--- config.mk ---
export PLATFORM = sky130hd
export DESIGN_NAME = mmio_uart_tx
export DESIGN_NICKNAME = d
export VERILOG_FILES = /design/src/rtl/mmio_uart_tx.sv
export SDC_FILE = /design/constraint.sdc
export NUM_CORES = 1
export LEC_CHECK = 0
export ABC_AREA = 1
export ABC_CLOCK_PERIOD_IN_PS = 3900
export BUFFER_PORTS_ARGS = -buffer_cell sky130_fd_sc_hd__buf_4
export CAP_MARGIN = 20
export CORE_UTILIZATION = 55
export CTS_CLUSTER_DIAMETER = 150
export DETAILED_ROUTE_END_ITERATION = 8
export PLACE_DENSITY = 0.85
export RECOVER_POWER = 25
export SYNTH_ARGS = -nofsm -noshare
export SYNTH_HDL_FRONTEND = slang
export SYNTH_SLANG_ARGS = --single-unit
--- constraint.sdc ---
create_clock -name clk -period 3.9 [get_ports clk]
set_input_delay 0.39 -clock clk [delete_from_list [all_inputs] [get_ports clk]]
set_output_delay 0.39 -clock clk [all_outputs]
set_load 0.03 [all_outputs]
--- src/rtl/mmio_uart_tx.sv ---
// Memory-mapped 8N1 UART transmitter: stores to TXDATA queue bytes in a small FIFO,
// loads from STATUS return {overflow, busy, full, empty}.
module mmio_uart_tx #(
    parameter logic [31:0] BASE_ADDR    = 32'h0000_0100,
    parameter int          CLKS_PER_BIT = 4,
    parameter int          FIFO_DEPTH   = 4
) (
    input  logic        clk,
    input  logic        reset,
    input  logic        MemWrite,
    input  logic [31:0] DataAdr,
    input  logic [31:0] WriteData,
    output logic [31:0] ReadData,
    output logic        hit,
    output logic        tx,
    output logic        busy
);

    localparam int PW = (FIFO_DEPTH > 1) ? $clog2(FIFO_DEPTH) : 1;
    localparam int CW = (CLKS_PER_BIT > 1) ? $clog2(CLKS_PER_BIT) : 1;
    localparam logic [PW:0]   DEPTH_C  = (PW + 1)'(FIFO_DEPTH);
    localparam logic [CW-1:0] CYC_LAST = CW'(CLKS_PER_BIT - 1);

    localparam logic [1:0] S_IDLE  = 2'd0;
    localparam logic [1:0] S_START = 2'd1;
    localparam logic [1:0] S_DATA  = 2'd2;
    localparam logic [1:0] S_STOP  = 2'd3;

    logic [7:0]    mem [FIFO_DEPTH];
    logic [PW-1:0] wr_ptr_reg, rd_ptr_reg;
    logic [PW:0]   count_reg, count_next;
    logic [1:0]    state_reg, state_next;
    logic [7:0]    sh_reg, sh_next;
    logic [2:0]    bit_reg, bit_next;
    logic [CW-1:0] cyc_reg, cyc_next;
    logic          overflow_reg, tx_reg, busy_reg;
    logic          tx_next, busy_next;
    logic          full, empty, push_req, push, pop, bit_done;
    logic          unused_wdata;

    assign unused_wdata = ^WriteData[31:8];

    assign full     = (count_reg == DEPTH_C);
    assign empty    = (count_reg == '0);
    // Fullness is judged before any same-edge pop, so a push at full is always dropped.
    assign push_req = MemWrite && (DataAdr == BASE_ADDR);
    assign push     = push_req && !full;
    assign bit_done = (cyc_reg == CYC_LAST);

    assign hit  = (DataAdr == BASE_ADDR) || (DataAdr == BASE_ADDR + 32'd4);
    assign tx   = tx_reg;
    assign busy = busy_reg;

    always_comb begin
        ReadData = '0;
        if (DataAdr == BASE_ADDR + 32'd4)
            ReadData = {28'b0, overflow_reg, busy_reg, full, empty};
    end

    always_comb begin
        state_next = state_reg;
        sh_next    = sh_reg;
        bit_next   = bit_reg;
        cyc_next   = cyc_reg;
        pop        = 1'b0;
        case (state_reg)
            S_IDLE: begin
                if (!empty) begin
                    pop        = 1'b1;
                    sh_next    = mem[rd_ptr_reg];
                    cyc_next   = '0;
                    state_next = S_START;
                end
            end
            S_START: begin
                if (bit_done) begin
                    cyc_next   = '0;
                    bit_next   = '0;
                    state_next = S_DATA;
                end else begin
                    cyc_next = cyc_reg + CW'(1);
                end
            end
            S_DATA: begin
                if (bit_done) begin
                    cyc_next = '0;
                    sh_next  = {1'b0, sh_reg[7:1]};
                    bit_next = bit_reg + 3'd1;
                    if (bit_reg == 3'd7)
                        state_next = S_STOP;
                end else begin
                    cyc_next = cyc_reg + CW'(1);
                end
            end
            S_STOP: begin
                if (bit_done) begin
                    cyc_next = '0;
                    // Chain straight into the next start bit when more data is waiting.
                    if (!empty) begin
                        pop        = 1'b1;
                        sh_next    = mem[rd_ptr_reg];
                        state_next = S_START;
                    end else begin
                        state_next = S_IDLE;
                    end
                end else begin
                    cyc_next = cyc_reg + CW'(1);
                end
            end
            default: state_next = S_IDLE;
        endcase
    end

    always_comb begin
        count_next = count_reg;
        case ({push, pop})
            2'b10:   count_next = count_reg + (PW + 1)'(1);
            2'b01:   count_next = count_reg - (PW + 1)'(1);
            default: count_next = count_reg;
        endcase
    end

    // Outputs are registered from next-state values so tx falls on the popping edge.
    always_comb begin
        tx_next = 1'b1;
        if (state_next == S_START)
            tx_next = 1'b0;
        else if (state_next == S_DATA)
            tx_next = sh_next[0];
        busy_next = (state_next != S_IDLE) || (count_next != '0);
    end

    always_ff @(posedge clk) begin
        if (push)
            mem[wr_ptr_reg] <= WriteData[7:0];
    end

    always_ff @(posedge clk) begin
        if (reset) begin
            wr_ptr_reg   <= '0;
            rd_ptr_reg   <= '0;
            count_reg    <= '0;
            state_reg    <= S_IDLE;
            sh_reg       <= '0;
            bit_reg      <= '0;
            cyc_reg      <= '0;
            overflow_reg <= 1'b0;
            tx_reg       <= 1'b1;
            busy_reg     <= 1'b0;
        end else begin
            if (push)
                wr_ptr_reg <= wr_ptr_reg + PW'(1);
            if (pop)
                rd_ptr_reg <= rd_ptr_reg + PW'(1);
            if (push_req && full)
                overflow_reg <= 1'b1;
            count_reg <= count_next;
            state_reg <= state_next;
            sh_reg    <= sh_next;
            bit_reg   <= bit_next;
            cyc_reg   <= cyc_next;
            tx_reg    <= tx_next;
            busy_reg  <= busy_next;
        end
    end

endmodule
======== Word-level counts from Yosys, hierarchy flattened ========
Memories as Yosys holds them, arrays and structs flattened. A register that Yosys moved wholly into a read port is not among the register bits.
Cells that the tools add are included.
storage, ports and cells
  output and inout bits ................... 35
  memories ................................ 1
  logic and storage cells ................. 77
  ROM bits ................................ 0
  bits in latches ......................... 0
  input port bits ......................... 67
  flip-flop bits (word level) ............. 25
  RAM bits ................................ 32
memories
  name  words  width  read ports  clocked after memory_dff  write ports  line  RTL
  mem   4      8      1           1                         1            29    logic [7:0] mem [FIFO_DEPTH];
cells by class
  shifts and indexed selects .............. 0
  bitwise operators ....................... 0
  mux-type cells .......................... 28
  $lt $le $gt $ge ......................... 0
  reductions and logical operators ........ 15
  $add $sub $neg .......................... 6
  div/mod/pow operators ................... 0
  equality and inequality tests ........... 16
  $mul .................................... 0
operator list
  operator                                                                 count
  32-bit by 9-bit equality test with 1-bit output (second input constant)  2
  8-bit two-way mux                                                        3
  8-bit one-hot mux with 3 select lines                                    1
  2-bit two-way mux                                                        9
  3-bit one-hot mux with 2 select lines                                    2
  2-bit equality test (second input constant)                              5
  2-bit inequality test (second input constant)                            4
  2-bit one-hot mux with 4 select lines                                    1
  1-bit two-way mux                                                        7
  2-bit by 1-bit adder with 2-bit output (second input constant)           3
  3-bit by 1-bit adder with 3-bit output (second input constant)           2
  2-bit by 1-bit equality test with 1-bit output (second input constant)   3
  3-bit equality test (second input constant)                              2
  3-bit two-way mux                                                        2
  3-bit AND reduction                                                      2
  3-bit nonzero test                                                       2
  4-bit two-way mux                                                        1
  2-bit one-hot mux with 2 select lines                                    1
  2-bit nonzero test                                                       2
  1-bit logical AND                                                        3
  3-bit logical NOT                                                        1
  3-bit OR reduction                                                       1
  3-bit by 1-bit subtractor with 3-bit output (second input constant)      1
  2-bit logical NOT                                                        1
  3 further kinds                                                          4

======== Longest topological paths before layout ========
Gate-level depths: netlist of the first run.
  word-level depth ........................ 8
  gate-level depth with buffers ........... 14
  depth with buffers taken out ............ 14

======== Least setup slack after synthesis of the first run ========
OpenSTA, ideal clock, no wires.
  path kind ............................... reg-to-reg
  start ................................... register state_reg[1]
  end ..................................... register busy_reg, in the netlist busy
  stages on the path, launching flop included .. 14
  data required time ...................... 3.781 ns
  setup slack ............................. 1.645 ns
  period minus slack after synthesis ...... 2.255 ns
  buffers on the path ..................... 0
  library setup time ...................... 0.119 ns
  data arrival time ....................... 2.137 ns
  cell sequence ........................... dfxtp_1 ha_1 nand2_1 nand2_2 nand2_2 nor2_4 ha_1 inv_1 fa_1 a21oi_1 o21ai_0 xor2_1 o21ai_0 nand2_1
on the way
  word-level cells in the longest chain between the ends .. 6
  elaborated cells between the ends (all ways) .. 17
  classes of those cells .................. eq/ne: 5; mux: 8; reduce/logical: 4
RTL lines
  item                                                                                          line  RTL
  start: declaration                                                                            32    logic [1:0] state_reg, state_next;
  start signal: assignment                                                                      158   state_reg <= state_next;
  2-bit equality test / 2-bit logical NOT (equally long branches)                               66    case (state_reg)
  1-bit one-hot mux with 2 select lines (*)                                                     66
  via pop                                                                                       38    logic full, empty, push_req, push, pop, bit_done;
  2-bit by 1-bit equality test with 1-bit output / 2-bit equality test (equally long branches)  116   case ({push, pop})
  3-bit one-hot mux with 2 select lines (*)                                                     116
  3-bit nonzero test (*)                                                                        130   busy_next = (state_next != S_IDLE) || (count_next != '0);
  1-bit logical OR (*)                                                                          130
  end signal: assignment                                                                        163   busy_reg <= busy_next;
  end: declaration                                                                              36    logic overflow_reg, tx_reg, busy_reg;
Mark *: on every way through the listed nets, which the timed path passes. The rest lies on a longest branch.
A chain may end at the register's enable or synchronous reset.

======== Final worst setup path of the first run ========
Ends and elaborated chain as after synthesis.

==> results of run 1 <==
metrics by stage:
step                hold WS, ns  instance area, µm²  setup slack [ns]  total power [W]
finish                    0.267                3750              1.36          0.00187
floorplan                 0.429                3390              1.64          0.00125
global route              0.256                3750              1.15          0.00200
global placement          0.444                3590              1.36          0.00132
detailed placement        0.464                3590              1.29          0.00135
CTS                       0.242                3780              1.34          0.00187
synthesized netlist by cell type, types with 3 or more instances:
cell / n
inv_1: 60
o21ai_0: 10
nor2_1: 44
nor2_4: 3
ha_1: 13
a21oi_1: 15
o21ai_1: 3
inv_2: 3
edfxtp_1: 32
nand4_1: 4
dfxtp_1: 27
nand2_2: 3
nand2_1: 114
buf_4: 29
nand3_1: 32
worst max-delay path: cells and delay by family (launching register included):
kind | cells | cell delay [ns]
buffers and inverters | 1 | 0.06
AO/OA/AOI/OAI | 3 | 0.41
AND/OR/NAND/NOR | 5 | 0.53
adder cells (fa/ha/maj) | 3 | 0.81
flip-flops | 1 | 0.44
XOR/XNOR | 1 | 0.17
power breakdown:
part           internal [W]  leakage, nW  switching [W]
logic              0.000205         1.11       0.000373
registers          0.000705        0.505      0.0000545
clock network      0.000293       0.0909       0.000238
cell families after synthesis:
logic type / count (synthesis) / synth area share
AOI/OAI and AO/OA: 34 / 0.0570
buffers and inverters: 98 / 0.150
DFF: 59 / 0.456
xor gates and xnor gates: 3 / 0.00798
adders and majority gates: 14 / 0.0555
and+or+nand+nor: 208 / 0.272
other: 1 / 0.00114
cells in the final DEF, fill, tap and decap left out, drive strengths merged:
cell	n
dfxtp	27
o21ai	15
o211ai	2
nand3	34
xor2	2
xnor2	1
or2	2
buf	42
a21oi	16
a31oi	1
fa	1
edfxtp	32
bufinv	1
nand4	4
nand2	118
nor2	48
clkinvlp	1
clkbuf	18
conb	28
ha	13
clkinv	3
inv	63
nor3	2
path summary, 6_finish.rpt:
kind,startpoint,endpoint,slack [ns],depth (start not counted)
worst max-delay path,state_reg[1],busy,1.36,13
worst min-delay path,WriteData[1],mem[1][1],0.27,1
worst max register to register,state_reg[1],busy,1.36,13
worst min register to register,bit_reg[1],bit_reg[1],0.47,2
per-layer routing:
metal  vias up  track usage  part of all wire
met5         -            0                 0
met3         9       0.0506             0.072
li1       1360            -                 -
met4         0       0.0891             0.014
met2       123        0.417              0.51
met1      1198        0.253              0.41
layout make-up:
class	instances	share of cell area
multi-input combinational	287	0.372
inverter	63	0.0630
sequential	59	0.400
timing repair buffer	49	0.0910
clock buffer	11	0.0350
tap	72	0.0240
clock inverter	5	0.0147
==> metrics.cfg, run 1 <==
[floorplan]
row_count = 27
top_level_ports = 102
start_util = 0.583
die_h_um = 79.4
dieArea_mm2 = 0.00630
die_w_um = 79.4
core_mm2 = 0.00564

[setup_path]
cp_cell_sequence = ha_1 -> nand2_1 -> nand2_2 -> nand2_2 -> nor2_4 -> ha_1 -> inv_1 -> fa_1 -> a21oi_1 -> o21ai_0 -> xor2_1 -> o21ai_0 -> nand2_1
arrival_ns = 2.76
end_kind = flip-flop
start_kind = flip-flop
crit_required_ns = 4.12
cp_slowest_stage_delay_ns = 0.44
worst-path-max-fanout = 8
worst-setup-path-type = flip-flop to flip-flop
slowest_stage = dfxtp_1

[timing]
period_needed_ns = 2.54
drv_slew = 0
fin_skew_ns = 0.0120
slew_headroom = 0.428
final.setup.tns_ns = 0
finalCritPeriodShare = 0.651
rsz0062_at_grt = no
worst_pin_slew_ns = 0.855
finalSetupViolations = 0
finalHoldViolCount = 0
max_freq_ghz = 0.394

[yosys]
synth_top_area_frac = 0.292
synth_warnings = 0
synth-edff-count = 32
yosysSeqAreaShare = 0.456
synth_area_leader_cell = edfxtp_1
syn_area_mm2 = 0.00329
ys_types = 32
postSynthAreaPerCell_um2 = 7.89
async_flop_share = 0
postSynthCellCount = 417
ys_ff_latch = 59
synth_area_leaders = edfxtp_1 29%, dfxtp_1 16%, nand2_1 13%, inv_1 6.8%, buf_4 6.6%
synth_top_flop_cell = edfxtp_1

[global_route]
antenna_found_initial = 0
grt_pass1_vias = 2563
track_usage = 0.227
grt_overflow_total = 0
grt_pass1_wl_mm = 11.0
grt_max_degree = 19

[finish]
post-route-util = 0.665
n_antenna_cell = 0
drive_gt1_frac = 0.156
fillers = 463
largest_reg_flops = 32
area_growth_syn_to_layout_pct = 14.0
regArea_mm2 = 0.00150
multi_input_area_mm2 = 0.00140
stdcell_count = 546
fin_nets = 550

[drt]
firstDrtPassIters = 7
wire_per_inst_um = 11.7
drc = 0
wl_mm = 6.39
vias_per_cell = 4.93
ant_nets = 0
initialDrtViolationCount = 175
vias = 2690

[pwr]
p_per_area_mw_per_mm2 = 498
irDropWorstVdd_mv = 0.262
p_leak_nw = 1.70

[clock_network]
clock-sinks = 59
cts_tree = done
cts_buffers = 9
clockBufferDepth = 2
cts-resized-gates = 0
htree_levels = 3
post_cts_buffers = 0
root_buffer = clkbuf_8
cts_hold_buf = 0
clkTransAtPathRegs_ns = 0.06
clk_latency_ns = 0.34

[placed_design]
routabilityCongestion = 0.807
dp_hpwl_mm = 4.62
port_buffers = 49
dp_cells = 530

[worst_hold_path]
min_path_type = primary input to flip-flop

[flow_run]
cap_violations = 0

[status]
outcome = finished, final reports clean

No activity file was read; power rests on OpenSTA's default activity.
==> run 2, diff against run 1 <==
--- a/config.mk
+++ b/config.mk
@@ -6,13 +6,13 @@
 export NUM_CORES = 1
 export LEC_CHECK = 0
 export ABC_AREA = 1
-export ABC_CLOCK_PERIOD_IN_PS = 3900
+export ABC_CLOCK_PERIOD_IN_PS = 2300
 export BUFFER_PORTS_ARGS = -buffer_cell sky130_fd_sc_hd__buf_4
 export CAP_MARGIN = 20
-export CORE_UTILIZATION = 55
+export CORE_UTILIZATION = 47
 export CTS_CLUSTER_DIAMETER = 150
 export DETAILED_ROUTE_END_ITERATION = 8
-export PLACE_DENSITY = 0.85
+export PLACE_DENSITY = 0.77
 export RECOVER_POWER = 25
 export SYNTH_ARGS = -nofsm -noshare
 export SYNTH_HDL_FRONTEND = slang
==> constraint.sdc (replaced) <==
create_clock -name clk -period 2.3 [get_ports clk]
set_input_delay 0.23 -clock clk [delete_from_list [all_inputs] [get_ports clk]]
set_output_delay 0.23 -clock clk [all_outputs]
set_load 0.03 [all_outputs]
==> run 2 against run 1 <==
Against the previous run: global-route usage shrank 4.0 points; final area rose by 5.5%; sequential power grew 67%; via count increased by 1.3%; register-to-register slack lost 1.3 ns; worst setup slack got worse by 1.3 ns; worst hold slack got worse by 0.17 ns; critical path depth rose by 1; first-iteration DRC count decreased by 4.6%; critical path type unchanged; largest cell class unchanged; largest power group unchanged.
==> metrics.cfg, run 2 (synthesized netlist as in run 1, its figures left out) <==
[finish]
final_common_cell = nand2_1  ; unchanged
drive_gt1_frac = 0.200  ; was 0.156
area_growth_syn_to_layout_pct = 20.3  ; was 14.0%
layout_common_cells = 114 x nand2_1, 60 x inv_1, 59 x buf_4, 44 x nor2_1  ; was 114 x nand2_1, 60 x inv_1, 44 x nor2_1, 42 x buf_4
fillers = 580  ; was 463
n_antenna_cell = 0  ; unchanged
largest_reg_flops = 32  ; unchanged
fin_nets = 566  ; was 550
stdcell_count = 586  ; was 546

[drt]
wl_met3_um = 369  ; was 459 µm
top_layer_used = met4  ; unchanged
wl_mm = 6.35  ; was 6.39 mm
wl_met1_mm = 2.56  ; was 2.61 mm
vias_per_cell = 4.65  ; was 4.93
firstDrtPassIters = 4  ; was 7
met2_length_mm = 3.23  ; about the same
vias = 2726  ; was 2690
initialDrtViolationCount = 167  ; was 175
ant_nets = 0  ; unchanged
drc = 0  ; unchanged
wire_per_inst_um = 10.8  ; was 11.7 µm

[clock_network]
clk_latency_ns = 0.33  ; was 0.34 ns
cts_buffers = 9  ; unchanged
clock-sinks = 59  ; unchanged
root_buffer = clkbuf_8  ; unchanged
htree_levels = 3  ; unchanged
clockBufferDepth = 2  ; unchanged
cts_tree = done  ; unchanged
clkTransAtPathRegs_ns = 0.06  ; about the same

[placed_design]
dp_cells = 568  ; was 530
routabilityCongestion = 0.822  ; was 0.807
port_buffers = 49  ; unchanged
dp_hpwl_mm = 4.58  ; was 4.62 mm

[pwr]
p_leak_nw = 1.80  ; was 1.70 nW
finalPower_w = 0.00337  ; was 0.00187 W
p_per_area_mw_per_mm2 = 851  ; was 498 mW/mm²
irDropWorstVdd_mv = 0.298  ; was 0.262 mV

[floorplan]
start_util = 0.485  ; was 0.583
core_mm2 = 0.00679  ; was 0.00564 mm²
die_h_um = 85.7  ; was 79.4 µm
die_w_um = 85.7  ; was 79.4 µm
top_level_ports = 102  ; unchanged
dieArea_mm2 = 0.00734  ; was 0.00630 mm²
row_count = 30  ; was 27

[setup_path]
crit_path_start = state_reg[0]  ; was state_reg[1]
arrival_ns = 2.42  ; was 2.76 ns
start_kind = flip-flop  ; unchanged
r2r-start = state_reg[0]  ; was state_reg[1]
worst-path-max-fanout = 5  ; was 8
end_kind = flip-flop  ; unchanged
worst-setup-path-type = flip-flop to flip-flop  ; unchanged
crit_required_ns = 2.53  ; was 4.12 ns
r2r_setup_slack_ns = 0.11  ; was 1.36 ns

[timing]
finalHoldViolCount = 0  ; unchanged
finalSetupViolations = 0  ; unchanged
holdWs_ns = 0.0973  ; was 0.267 ns
finalCritPeriodShare = 0.952  ; was 0.651
drv_slew = 0  ; unchanged
final.setup.tns_ns = 0  ; unchanged
period_needed_ns = 2.19  ; was 2.54 ns
fin_skew_ns = 0.00562  ; was 0.0120 ns
max_freq_ghz = 0.457  ; was 0.394 GHz

[status]
outcome = finished, final reports clean  ; unchanged

[global_route]
grt_max_degree = 19  ; unchanged
grt_overflow_total = 0  ; unchanged
antenna_found_initial = 0  ; unchanged
track_usage = 0.187  ; was 0.227
grt_pass1_vias = 2588  ; was 2563
grt_pass1_wl_mm = 10.7  ; was 11.0 mm

[flow_run]
cap_violations = 0  ; unchanged

[worst_hold_path]
min_path_type = primary input to flip-flop  ; unchanged
hp-start = WriteData[5]  ; was WriteData[1]

==> run 2: through the flow <==
step,worst slack (ns),utilization,cell area (µm²)
floorplan,0.0446,-,3390
global placement,0.0340,0.549,3730
detailed placement,0.0137,0.549,3730
CTS,0.0285,0.581,3950
global route,-0.00532,0.583,3960
finish,0.110,0.583,3960
==> run 2: layout make-up <==
class,instances,area [µm²],area share
Timing Repair Buffer,65,465,0.117
Sequential cell,59,1510,0.380
Multi-Input combinational cell,287,1420,0.357
Clock inverter,6,90.1,0.0227
Tap cell,96,120,0.0303
Clock buffer,10,128,0.0322
Inverter,63,236,0.0597
==> run 2: worst max-delay path, cell delays in order (launching register included) <==
cell and delay (ns):
dfxtp_4 0.36, inv_1 0.07, ha_2 0.18, inv_1 0.05, nand2_2 0.07, nand2_2 0.08, nor2_4 0.16, ha_4 0.14
inv_1 0.06, fa_2 0.34, a21oi_1 0.14, o21ai_1 0.08, xor2_1 0.18, o21ai_1 0.12, nand2_1 0.05
==> run 2: path summary, 6_finish.rpt <==
check        depth (start not counted)         to
min reg2reg                          2  sh_reg[2]
max                                 14       busy
min                                  1  mem[1][5]
max reg2reg                         14       busy
==> run 2: where the power goes <==
part | switching [W] | internal (W)
clock network | 0.000407 | 0.000611
registers | 0.0000680 | 0.00120
logic | 0.000676 | 0.000411
==> run 2: repair_timing <==
| item | 4_1_cts | 5_1_grt |
|---|---|---|
| pin swaps | 0 | 3 |
| gates resized for setup | 1 | 8 |
| buffers inserted | 0 | 2 |
| endpoints found under the setup margin | 1 | 2 |
| hold buffers | 0 | 0 |
==> run 2: layer usage <==
layer,vias to the layer above,track usage
met5,-,0
met4,0,0.109
met3,22,0.0385
met2,117,0.339
met1,1199,0.202
li1,1388,-
==> run 3, diff against run 2 <==
--- a/config.mk
+++ b/config.mk
@@ -9,10 +9,11 @@
 export ABC_CLOCK_PERIOD_IN_PS = 2300
 export BUFFER_PORTS_ARGS = -buffer_cell sky130_fd_sc_hd__buf_4
 export CAP_MARGIN = 20
-export CORE_UTILIZATION = 47
+export CORE_UTILIZATION = 48
+export CTS_BUF_LIST = sky130_fd_sc_hd__clkbuf_4
 export CTS_CLUSTER_DIAMETER = 150
 export DETAILED_ROUTE_END_ITERATION = 8
-export PLACE_DENSITY = 0.77
+export PLACE_DENSITY = 0.79
 export RECOVER_POWER = 25
 export SYNTH_ARGS = -nofsm -noshare
 export SYNTH_HDL_FRONTEND = slang
==> run 3 against run 2 <==
Against the previous run: the flow now finishes with violations (DRC); critical path depth unchanged; global-route usage up 1.3 points; sequential power about the same; combinational power about the same; critical endpoint unchanged; largest power group unchanged; first-iteration DRC count up 0.60%; clock power down 18%; maximum frequency down 0.52%; final area down 0.57%; power down 5.1%.
==> metrics.cfg, run 3 (synthesized netlist as in run 1, its figures left out) <==
[global_route]
track_usage = 0.201  ; was 0.187
grt_overflow_total = 0  ; unchanged
antenna_found_initial = 0  ; unchanged
grt_max_degree = 19  ; unchanged
grt_pass1_vias = 2592  ; was 2588
grt_pass1_wl_mm = 11.1  ; was 10.7 mm

[drt]
ant_nets = 0  ; unchanged
drc = 5  ; was 0
initialDrtViolationCount = 168  ; was 167
vias_per_cell = 4.79  ; was 4.65
wire_per_inst_um = 11.5  ; was 10.8 µm
vias = 2756  ; was 2726
wl_mm = 6.64  ; was 6.35 mm
firstDrtPassIters = 6  ; was 4

[finish]
n_antenna_cell = 0  ; unchanged
area_growth_syn_to_layout_pct = 19.7  ; was 20.3%
stdcell_count = 575  ; was 586
largest_reg_flops = 32  ; unchanged
final_common_cell = nand2_1  ; unchanged
fin_nets = 574  ; was 566
drive_gt1_frac = 0.205  ; was 0.200
layout_common_cells = 114 x nand2_1, 61 x buf_4, 59 x inv_1, 44 x nor2_1  ; was 114 x nand2_1, 60 x inv_1, 59 x buf_4, 44 x nor2_1

[status]
violations = DRC
outcome = finished with violations  ; was finished, final reports clean

[pwr]
irDropWorstVdd_mv = 0.311  ; was 0.298 mV
p_leak_nw = 1.82  ; was 1.80 nW
power_frac_clock = 0.263  ; was 0.302
swShare = 0.350  ; was 0.341
finalPower_w = 0.00320  ; was 0.00337 W
p_sw_w = 0.00112  ; was 0.00115 W
combPwrFrac = 0.344  ; was 0.322
internal_power_w = 0.00208  ; was 0.00222 W
p_per_area_mw_per_mm2 = 813  ; was 851 mW/mm²
seq_power_share = 0.394  ; was 0.376

[clock_network]
clkTransAtPathRegs_ns = 0.09  ; was 0.06 ns
htree_levels = 3  ; unchanged
clk_latency_ns = 0.41  ; was 0.33 ns
clock-sinks = 59  ; unchanged
clockBufferDepth = 2  ; unchanged
cts_tree = done  ; unchanged
cts_buffers = 9  ; unchanged
root_buffer = clkbuf_4  ; was clkbuf_8

[setup_path]
worst-setup-path-type = flip-flop to flip-flop  ; unchanged
end_kind = flip-flop  ; unchanged
arrival_ns = 2.50  ; was 2.42 ns
crit_required_ns = 2.59  ; was 2.53 ns
start_kind = flip-flop  ; unchanged
worst-path-max-fanout = 3  ; was 5

[floorplan]
die_w_um = 84.8  ; was 85.7 µm
die_h_um = 84.8  ; was 85.7 µm
row_count = 29  ; was 30
core_mm2 = 0.00649  ; was 0.00679 mm²
top_level_ports = 102  ; unchanged
start_util = 0.507  ; was 0.485
dieArea_mm2 = 0.00719  ; was 0.00734 mm²

[placed_design]
dp_cells = 552  ; was 568
dp_hpwl_mm = 4.83  ; was 4.58 mm
port_buffers = 49  ; unchanged
routabilityCongestion = 0.887  ; was 0.822

[timing]
finalHoldViolCount = 0  ; unchanged
period_needed_ns = 2.20  ; was 2.19 ns
finalSetupViolations = 0  ; unchanged
drv_slew = 0  ; unchanged
max_freq_ghz = 0.454  ; was 0.457 GHz
final.setup.tns_ns = 0  ; unchanged
finalCritPeriodShare = 0.957  ; was 0.952
fin_skew_ns = 0.0199  ; was 0.00562 ns

[flow_run]
cap_violations = 0  ; unchanged

[worst_hold_path]
min_path_type = primary input to flip-flop  ; unchanged

[run 3: changes by cell type in the layout (fill, tap and decap cells not counted), moves of 2 or more]
cell / change
clkbuf_8: -9
clkbuf_4: +11
dlygate4sd3_1: +5
buf_4: +2
[run 3: metal layers]
metal,routed length [µm],vias to the layer above,track usage
li1,-,1408,-
met1,2960,1229,0.238
met2,3190,106,0.342
met3,344,13,0.0477
met4,142,0,0.100
met5,0,-,0
[run 3: final timing paths]
kind / endpoint / start / slack, ns / cells after the start
worst max register to register: busy / state_reg[0] / 0.1 / 14
worst min-delay path: mem[1][0] / WriteData[0] / 0.08 / 1
worst min register to register: bit_reg[0] / bit_reg[0] / 0.47 / 1
worst max-delay path: busy / state_reg[0] / 0.1 / 14
[run 3: layout make-up]
type	instances	area (µm²)
Multi-Input combinational cell	287	1410
Fill cell	555	2560
Sequential cell	59	1500
Tap cell	77	96.3
Clock inverter	5	78.8
Timing Repair Buffer	73	534
Clock buffer	11	82.6
Inverter	63	236
[run 3: worst max-delay path, stage by stage, from the launching register on]
cell	delay, ns
dfxtp_1	0.33
inv_1	0.08
ha_2	0.19
inv_1	0.05
nand2_2	0.08
nand2_2	0.08
nor2_4	0.11
ha_1	0.14
inv_1	0.06
fa_2	0.34
a21oi_1	0.15
o21ai_1	0.10
xor2_1	0.17
o21ai_2	0.16
nand2_1	0.06
[run 3: through the flow]
stage	utilization	hold slack, ns	setup WS [ns]	area, µm²
final	0.606	0.0832	0.0981	3940
after global routing	0.606	0.0888	-0.0213	3940
after CTS	0.604	0.00176	0.00736	3920
after detailed placement	0.574	0.435	-0.0441	3730
after global placement	0.574	0.431	0.0658	3730
after floorplan	-	0.329	0.0446	3390
[run 3: power by group through the flow]
stage,Combinational [W],Sequential [W],Clock [W]
after floorplan,0.000833,0.00128,0
after global placement,0.00103,0.00128,0
after detailed placement,0.00106,0.00128,0
after CTS,0.00108,0.00126,0.000853
after global routing,0.00124,0.00127,0.000898
final,0.00110,0.00126,0.000840
[run 3: repair_timing]
item                                    CTS  global route
setup buffers                             0             2
hold endpoints to repair                 12             6
pin swaps                                 0             3
gates cloned                              0             0
resized for setup                         2             6
endpoints found under the setup margin    1             2
hold buffers                              3             2
